===== src/rtl/sram_bus_arbiter.sv =====
// Purpose : shares one SRAM-like bus between the fetch port and the data port; data has priority, fetch is forced after STARVE_LIMIT data grants.
// Latency : request sampled in cycle N, address phase in N+1, ack in N+2 minimum; each address/data wait cycle adds one.
// Backpres: requesters hold req until their one-cycle ack; stall_if/stall_mem stay high while a port waits; bus waits via addr_ok/data_ok.
//
// Ports:
//   clka, rst                  clock, async active-low reset
//   if_req/if_addr             fetch request (level) and address; if_rdata/if_ack result
//   mem_req/wen/addr/wdata     data request (level), byte mask (0 = read); mem_rdata/mem_ack result
//   bus_req/wr/wstrb/addr/wdata  registered address-phase outputs toward the SRAM bus
//   bus_addr_ok/data_ok/rdata  bus handshake and read data
//   stall_if, stall_mem        stall requests into the hazard unit
module sram_bus_arbiter #(
   parameter int STARVE_LIMIT = 4,
   parameter int AW           = 32
) (
   input  logic          clka,
   input  logic          rst,
   input  logic          if_req,
   input  logic [AW-1:0] if_addr,
   output logic [31:0]   if_rdata,
   output logic          if_ack,
   input  logic          mem_req,
   input  logic [3:0]    mem_wen,
   input  logic [AW-1:0] mem_addr,
   input  logic [31:0]   mem_wdata,
   output logic [31:0]   mem_rdata,
   output logic          mem_ack,
   output logic          bus_req,
   output logic          bus_wr,
   output logic [3:0]    bus_wstrb,
   output logic [AW-1:0] bus_addr,
   output logic [31:0]   bus_wdata,
   input  logic          bus_addr_ok,
   input  logic          bus_data_ok,
   input  logic [31:0]   bus_rdata,
   output logic          stall_if,
   output logic          stall_mem
);

   typedef enum logic [1:0] {IDLE, ADDR, DATA, DONE} state_t;

   localparam int             SW         = $clog2(STARVE_LIMIT + 1);
   localparam logic [SW-1:0]  STARVE_MAX = SW'(STARVE_LIMIT);
   localparam logic           OWN_IF     = 1'b0;
   localparam logic           OWN_MEM    = 1'b1;

   state_t          state_q, state_d;
   logic            owner_q, owner_d;
   logic [SW-1:0]   starve_q, starve_d;
   logic            bus_req_q, bus_req_d;
   logic            bus_wr_q, bus_wr_d;
   logic [3:0]      bus_wstrb_q, bus_wstrb_d;
   logic [AW-1:0]   bus_addr_q, bus_addr_d;
   logic [31:0]     bus_wdata_q, bus_wdata_d;
   logic [31:0]     if_rdata_q, if_rdata_d;
   logic [31:0]     mem_rdata_q, mem_rdata_d;
   logic            grant_mem, grant_if, capture;

   always_comb begin
      state_d     = state_q;
      owner_d     = owner_q;
      starve_d    = starve_q;
      bus_req_d   = bus_req_q;
      bus_wr_d    = bus_wr_q;
      bus_wstrb_d = bus_wstrb_q;
      bus_addr_d  = bus_addr_q;
      bus_wdata_d = bus_wdata_q;
      if_rdata_d  = if_rdata_q;
      mem_rdata_d = mem_rdata_q;
      grant_mem   = 1'b0;
      grant_if    = 1'b0;
      capture     = 1'b0;

      case (state_q)
         IDLE: begin
            // Data wins unless fetch is pending and has been passed over too often.
            grant_mem = mem_req && ((starve_q < STARVE_MAX) || !if_req);
            grant_if  = if_req && !grant_mem;
            if (!if_req) begin
               starve_d = '0;
            end
            if (grant_mem) begin
               state_d     = ADDR;
               owner_d     = OWN_MEM;
               bus_req_d   = 1'b1;
               bus_wr_d    = |mem_wen;
               bus_wstrb_d = mem_wen;
               bus_addr_d  = mem_addr;
               bus_wdata_d = mem_wdata;
               if (if_req && (starve_q != STARVE_MAX)) begin
                  starve_d = starve_q + SW'(1);
               end
            end else if (grant_if) begin
               state_d     = ADDR;
               owner_d     = OWN_IF;
               bus_req_d   = 1'b1;
               bus_wr_d    = 1'b0;
               bus_wstrb_d = 4'b0000;
               bus_addr_d  = if_addr;
               bus_wdata_d = 32'h0;
               starve_d    = '0;
            end
         end
         ADDR: begin
            if (bus_addr_ok) begin
               bus_req_d = 1'b0;
               // A bus that completes data together with the address skips DATA.
               if (bus_data_ok) begin
                  capture = 1'b1;
                  state_d = DONE;
               end else begin
                  state_d = DATA;
               end
            end
         end
         DATA: begin
            if (bus_data_ok) begin
               capture = 1'b1;
               state_d = DONE;
            end
         end
         DONE: begin
            // Never grant here so a requester still holding req is not served twice.
            state_d = IDLE;
         end
         default: state_d = IDLE;
      endcase

      if (capture) begin
         if (owner_q == OWN_IF) begin
            if_rdata_d = bus_rdata;
         end else if (!bus_wr_q) begin
            mem_rdata_d = bus_rdata;
         end
      end
   end

   always_ff @(posedge clka or negedge rst) begin
      if (!rst) begin
         state_q     <= IDLE;
         owner_q     <= OWN_IF;
         starve_q    <= '0;
         bus_req_q   <= 1'b0;
         bus_wr_q    <= 1'b0;
         bus_wstrb_q <= 4'b0000;
         bus_addr_q  <= '0;
         bus_wdata_q <= 32'h0;
         if_rdata_q  <= 32'h0;
         mem_rdata_q <= 32'h0;
      end else begin
         state_q     <= state_d;
         owner_q     <= owner_d;
         starve_q    <= starve_d;
         bus_req_q   <= bus_req_d;
         bus_wr_q    <= bus_wr_d;
         bus_wstrb_q <= bus_wstrb_d;
         bus_addr_q  <= bus_addr_d;
         bus_wdata_q <= bus_wdata_d;
         if_rdata_q  <= if_rdata_d;
         mem_rdata_q <= mem_rdata_d;
      end
   end

   assign if_ack    = (state_q == DONE) && (owner_q == OWN_IF);
   assign mem_ack   = (state_q == DONE) && (owner_q == OWN_MEM);
   assign if_rdata  = if_rdata_q;
   assign mem_rdata = mem_rdata_q;
   assign bus_req   = bus_req_q;
   assign bus_wr    = bus_wr_q;
   assign bus_wstrb = bus_wstrb_q;
   assign bus_addr  = bus_addr_q;
   assign bus_wdata = bus_wdata_q;
   assign stall_if  = if_req & ~if_ack;
   assign stall_mem = mem_req & ~mem_ack;

endmodule

===== config.mk =====
export PLATFORM = sky130hd
export DESIGN_NAME = sram_bus_arbiter
export DESIGN_NICKNAME = d
export VERILOG_FILES = /design/src/rtl/sram_bus_arbiter.sv
export SDC_FILE = /design/constraint.sdc
export NUM_CORES = 1
export LEC_CHECK = 0
export ABC_AREA = 1
export ABC_CLOCK_PERIOD_IN_PS = 2900
export CAP_MARGIN = 10
export CORE_AREA = 2 2 145 147
export CTS_CLUSTER_DIAMETER = 200
export DETAILED_ROUTE_END_ITERATION = 8
export DIE_AREA = 0 0 147 149
export GPL_TIMING_DRIVEN = 0
export REMOVE_ABC_BUFFERS = 1
export SLEW_MARGIN = 25
export SYNTH_ARGS = -nofsm -noshare
export SYNTH_HDL_FRONTEND = slang
export SYNTH_SLANG_ARGS = --single-unit

===== constraint.sdc =====
create_clock -name clka -period 2.9 [get_ports clka]
set_clock_uncertainty 0.15 [all_clocks]
set_input_delay 0.58 -clock clka [delete_from_list [all_inputs] [get_ports clka]]
set_output_delay 0.58 -clock clka [all_outputs]
set_load 0.01 [all_outputs]

==> results of run 1 <==
-- power breakdown --
part	internal, mW	leakage [nW]	total (mW)	switching [mW]
logic	2.07	2.61	4.03	1.96
registers	2.80	1.78	3.26	0.460
clock network	1.12	0.258	2.07	0.944
total	5.99	4.65	9.35	3.36
-- flip-flops by register name, summed over array words and instances, names as in the netlist --
name       count
bus_addr      32
bus_wdata     32
if_rdata      32
mem_rdata     32
bus_wstrb      4
starve_q       3
state_q        2
bus_req        1
bus_wr         1
owner_q        1
-- cells by family (layout without fill, tap and decap cells) --
group,after synthesis,after routing,share of synthesized area [%]
AOI/OAI and AO/OA,74,74,6.32
and+or+nand+nor,404,404,27.2
buffers and inverters,89,363,7.19
adders and majority gates,6,6,1.24
DFF,140,140,58.0
-- synthesized netlist by cell type --
cell type,n
nand2_1,350
dfrtp_1,140
o21ai_1,67
inv_1,53
nand3_1,41
buf_2,17
buf_4,9
buf_6,6
ha_1,6
a21oi_1,4
clkbuf_1,4
nor2_1,4
nand2_2,2
nand2_4,2
nand3_4,2
o21ai_0,2
a21oi_4,1
nand2_8,1
nor2_2,1
nor2_4,1
-- through the flow --
step	cells	util, %	total power, mW
3_5_place_dp	1229	43.5	7.38
4_1_cts	1262	46.3	9.51
5_1_grt	1262	46.3	10.0
6_report	1262	46.3	9.35
3_3_place_gp	1227	43.3	7.33
2_1_floorplan	677	-	5.02
-- what timing repair did --
action | 4_1_cts | 5_1_grt
endpoints found under the setup margin | 0 | 0
endpoints found under the hold margin | 51 | 0
hold buffers | 1 | 0
-- cell type report --
| cell class | count | share of cell area, % |
|---|---|---|
| repair buffers | 278 | 29.5 |
| clock inverters | 15 | 1.38 |
| clock buffers | 17 | 4.47 |
| multi-input cells | 484 | 22.1 |
| inverters | 53 | 2.09 |
| well taps | 275 | 3.62 |
| flip-flops and latches | 140 | 36.8 |
-- critical path: cells and delay by family --
| family | cells | cell delay (ns) |
|---|---|---|
| buf+inv | 3 | 1.25 |
| simple gates | 1 | 0.14 |
-- worst paths after layout --
path / end / slack [ns] / cells past startpoint
worst max-delay path: stall_if / 0.20 / 4
worst min-delay path: bus_wdata[14] / 0.32 / 2
worst max register to register: bus_wstrb[0] / 0.48 / 6
worst min register to register: bus_wdata[14] / 0.32 / 2
max in group asynchronous: bus_wdata[21] / 1.30 / 3
min in group asynchronous: bus_addr[8] / 0.51 / 2
-- layer usage --
layer  wire length, um  vias to the layer above  share of wire [%]
met5                 0                        -                  0
met3               906                       22                5.2
met4               335                        0                1.9
met2              8370                      146                 48
li1                  -                     2724                  -
met1              7750                     2491                 45
==> flow_summary.ini, run 1 <==
[clock_network]
tritoncts_num_sinks = 140
ctsHtreeMaxLevel = 4
clk_transition_reported_paths_ns = 0.06
cts_tree = built
buffers_from_clock_root_to_sink_at_most = 2
cts-root-buf = clkbuf_16
worst_skew_pair.late_latency_ns = 0.41
post-cts-setup-buffers = 0
cts_made_buffers = 17
cts_resized = 0

[setup_path]
worst_setup_startpoint = if_req
cp_data_arrival_time_ns = 1.97
critPathLaunchType = input port
critical_path_required_ns = 2.17
r2r-start = state_q[0]
critical_path_peak_fanout = 5
critical_path.slowest_cell = clkdlybuf4s50_1
crit_top_cell = clkdlybuf4s50_1
path_class = in2out
crit_path_max_incr_delay_ns = 0.55
endpoint_kind = output port
cp_cell_sequence = clkdlybuf4s50_1 -> inv_1 -> nor2_1 -> clkdlybuf4s50_1

[floorplan]
row_count = 53
chipWidth_um = 147
y_dimension_of_the_die_um = 149
initial_core_util_pct = 29.4
die_area_sq_um = 21900
design.core.area_sq_um = 20600
pin_count = 276

[timing]
timing.fmax_mhz = 370
finalCritPeriodShare_pct = 93.2
report.final.setup_viol = 0
setup_ws_ns = 0.198
rsz0062_at_grt = no
transition_time_at_the_pin_with_the_least_slew_margin_ns = 0.875
max_slew_margin_pct = 41.6
hold_viol = 0
aggregate_negative_setup_slack_ns = 0
slew_violations = 0
holdWs_ns = 0.317
finalCriticalPeriod_ns = 2.70

[drt]
detailedRoute.firstIterationViolations = 198
drc = 0
firstDrtPassIters = 4
avgViaCountPerCell = 4.27
wl_um = 17400
route.vias.total = 5383
wl_per_cell_um = 13.8
final_antenna_net_count = 0

[worst_hold_path]
timing.hold.worst.start = bus_wdata[14]
hold_class = reg2reg

[finish]
n_antenna_cell = 0
area.sequential_sq_um = 3500
multi_input_comb_area_sq_um = 2100
commonest_cells_after_routing_fill_and_taps_aside = nand2_1 (350), clkdlybuf4s50_1 (273), dfrtp_1 (140), o21ai_1 (67), inv_1 (53)
nNetsFinal = 1118
fraction_of_final_layout_cells_sized_beyond_drive_strength_1_pct = 4.66
final.fill_count = 2037
design_area_sq_um = 9510
layout_commonest_cell = nand2_1
syn_to_final_growth_pct = 57.6

[global_route]
first_global_vias = 5219
grt_start_max_net_pins = 90
global_route_wire_length_before_repair_um = 27900
gr-usage-met3_pct = 4.04
grt-ovfl-total = 0
antenna_found_initial = 0
use_met1_pct = 20.5
globalRouteMet2Util_pct = 26.4
grt.total_usage_pct = 16.0
grt_most_used_layer = met2

[yosys]
synth_seq_cells = 140
synth_top_cells_by_area = dfrtp_1 (58%), nand2_1 (22%), o21ai_1 (5.6%)
seq_area_frac_synth_pct = 58.0
netlist_instances = 713
synth-warning-count = 0
yosys.cell_types.count = 20
post_synthesis_cell_type_with_the_largest_combined_area = dfrtp_1
yosys_top_cell_area_share_pct = 58.0
synth_area_sq_um = 6040
syn_area_per_cell_sq_um = 8.47

[placed_design]
hpwl_after_dpl_um = 11900
post_place_cell_area_sq_um = 8940
detailedPlace.worstSlack_ns = -0.222
io_buffer_count = 275
routabilityCongestion = 0.788

[run_status]
outcome = finished, final reports clean

[run]
maxCapViolCount = 0

[power_and_ir_drop]
static-leakage-power_nw = 4.65
vdd_drop_max_uv = 540
powerDensity_nw_per_um2 = 983
No activity file was read; power rests on OpenSTA's default activity.
==> run 2: changes to the inputs <==
ABC_CLOCK_PERIOD_IN_PS = 2400   (was 2900)
clock period = 2.4 ns   (was 2.9 ns; I/O delays follow)
==> run 2 against run 1 <==
  * Count of clock-buffer cells in the layout unchanged
  * Flip-flop and latch count is the same
  * Highest routed layer unchanged
  * Non-clock buffer count rose by 7
  * Core utilization rose by 0.55 points
  * Critical endpoint is now if_rdata[11]
  * Combinational power rose by 25%
  * Sequential share of layout area decreased by 0.44 points
  * Cell count rose by 0.71%
  * Clock power up 21%
  * Global-route usage grew 0.44 points
  * Via count increased by 2.0%
  * Sequential power increased by 21%
  * Critical path type is now reg2reg
  * Total power rose by 23%
==> flow_summary.ini, run 2 (synthesis results as in run 1) <==
[drt]
firstDrtPassIters = 4
avgViaCountPerCell = 4.32
wl_um = 17900
route.vias.total = 5489
drc = 0
final_antenna_net_count = 0
detailedRoute.firstIterationViolations = 188
wl_per_cell_um = 14.1

[timing]
aggregate_negative_setup_slack_ns = 0
transition_time_at_the_pin_with_the_least_slew_margin_ns = 0.744
hold_viol = 0
slew_violations = 0
max_slew_margin_pct = 50.4
finalCritPeriodShare_pct = 92.9
report.final.setup_viol = 0
rsz0062_at_grt = yes
finalCriticalPeriod_ns = 2.23
timing.fmax_mhz = 449

[finish]
layout.core_utilization_pct = 46.8
nNetsFinal = 1127
multi_input_comb_area_sq_um = 2140
n_antenna_cell = 0
fraction_of_final_layout_cells_sized_beyond_drive_strength_1_pct = 5.72
final.fill_count = 2027
area.sequential_sq_um = 3500
syn_to_final_growth_pct = 59.5
commonest_cells_after_routing_fill_and_taps_aside = nand2_1 (349), clkdlybuf4s50_1 (268), dfrtp_1 (140), o21ai_1 (67), inv_1 (52)
layout_commonest_cell = nand2_1

[setup_path]
critPathLaunchType = flop
worstReg2RegEnd = if_rdata[11]
r2r.worst_path.cells = 7
timing.critical_path.to = if_rdata[11]
critical_path_peak_fanout = 64
timing.reg2reg.setup_slack_ns = 0.17
endpoint_kind = flop
cp_data_arrival_time_ns = 2.36
worst_setup_startpoint = state_q[0]
critical_path_required_ns = 2.53
path_class = reg2reg
r2r-start = state_q[0]

[clock_network]
ctsHtreeMaxLevel = 4
worst_skew_pair.late_latency_ns = 0.41
cts_tree = built
tritoncts_num_sinks = 140
cts_made_buffers = 17
clk_transition_reported_paths_ns = 0.07
cts-root-buf = clkbuf_16
buffers_from_clock_root_to_sink_at_most = 2

[global_route]
first_global_vias = 5252
grt_start_max_net_pins = 90
grt-ovfl-total = 0
grt.total_usage_pct = 16.5
antenna_found_initial = 0
global_route_wire_length_before_repair_um = 28500

[worst_hold_path]
hold_class = reg2reg

[power_and_ir_drop]
powerDensity_nw_per_um2 = 1190
vdd_drop_max_uv = 650
static-leakage-power_nw = 4.72

[placed_design]
routabilityCongestion = 0.788
hpwl_after_dpl_um = 11900
io_buffer_count = 275

[run_status]
outcome = finished, final reports clean

[floorplan]
initial_core_util_pct = 29.4
design.core.area_sq_um = 20600
die_area_sq_um = 21900
y_dimension_of_the_die_um = 149
row_count = 53
chipWidth_um = 147
pin_count = 276

[run]
maxCapViolCount = 0
==> run 2: changes by cell type in the layout (fill, tap and decap cells not counted), moves of 2 or more <==
cell,previous run,this run
clkdlybuf4s50_1,273,268
buf_12,1,3
buf_4,0,5
dlygate4sd2_1,0,4
==> run 2: power by group <==
group | switching [mW] | total, mW | leakage [nW] | internal [mW]
sequential | 0.553 | 3.93 | 1.78 | 3.38
combinational | 2.46 | 5.05 | 2.68 | 2.59
clock | 1.15 | 2.51 | 0.258 | 1.36
total | 4.16 | 11.5 | 4.72 | 7.33
==> run 2: through the flow <==
stage	hold slack [ns]	area (sq um)	setup slack (ns)	power, mW	instances
6_report	0.317	9630	0.171	11.5	1271
5_1_grt	0.346	9630	-0.0499	12.3	1271
4_1_cts	0.314	9530	0.0152	11.5	1264
3_5_place_dp	0.274	8940	-0.622	8.91	1229
3_3_place_gp	0.303	8900	-5.31	8.85	1227
2_1_floorplan	0.0344	5800	0.451	6.06	677
==> run 2: layout make-up <==
type                    count  share of cell area, %
flip-flops and latches    140                   36.4
well taps                 275                   3.57
multi-input cells         486                   22.2
clock buffers              17                   4.42
repair buffers            285                   30.0
inverters                  53                   2.07
clock inverters            15                   1.36
==> run 2: what timing repair did <==
item	in CTS	in global routing
pin swaps	2	2
endpoints found under the hold margin	51	0
hold buffers	1	0
resized for setup	6	4
buffers inserted	0	7
gates cloned	2	0
setup endpoints to repair	42	108
==> run 2: how the worst min path moves through the flow <==
stage	start	end	slack, ns	cells after the start
global placement	bus_wdata[7]	bus_wdata[7]	0.30	2
global route	bus_wdata[2]	bus_wdata[2]	0.35	2
CTS	mem_req	starve_q[0]	0.31	5
finish	bus_wdata[14]	bus_wdata[14]	0.32	2
detailed placement	rst	bus_addr[8]	0.27	1
floorplan	rst	bus_addr[0]	0.03	0
==> run 2: layer usage <==
layer | routed length (um) | track usage (%)
met4 | 368 | 6.11
met2 | 8650 | 27.4
met3 | 981 | 4.10
met1 | 7930 | 20.9
met5 | 0 | 0
==> run 2: worst max-delay path, stage by stage, from the launching register on <==
cell,delay [ns]
dfrtp_1,0.41
inv_1,0.10
ha_1,0.31
nand2_1,0.06
inv_1,0.14
nand3_4,0.54
nand2_1,0.25
o21ai_1,0.08
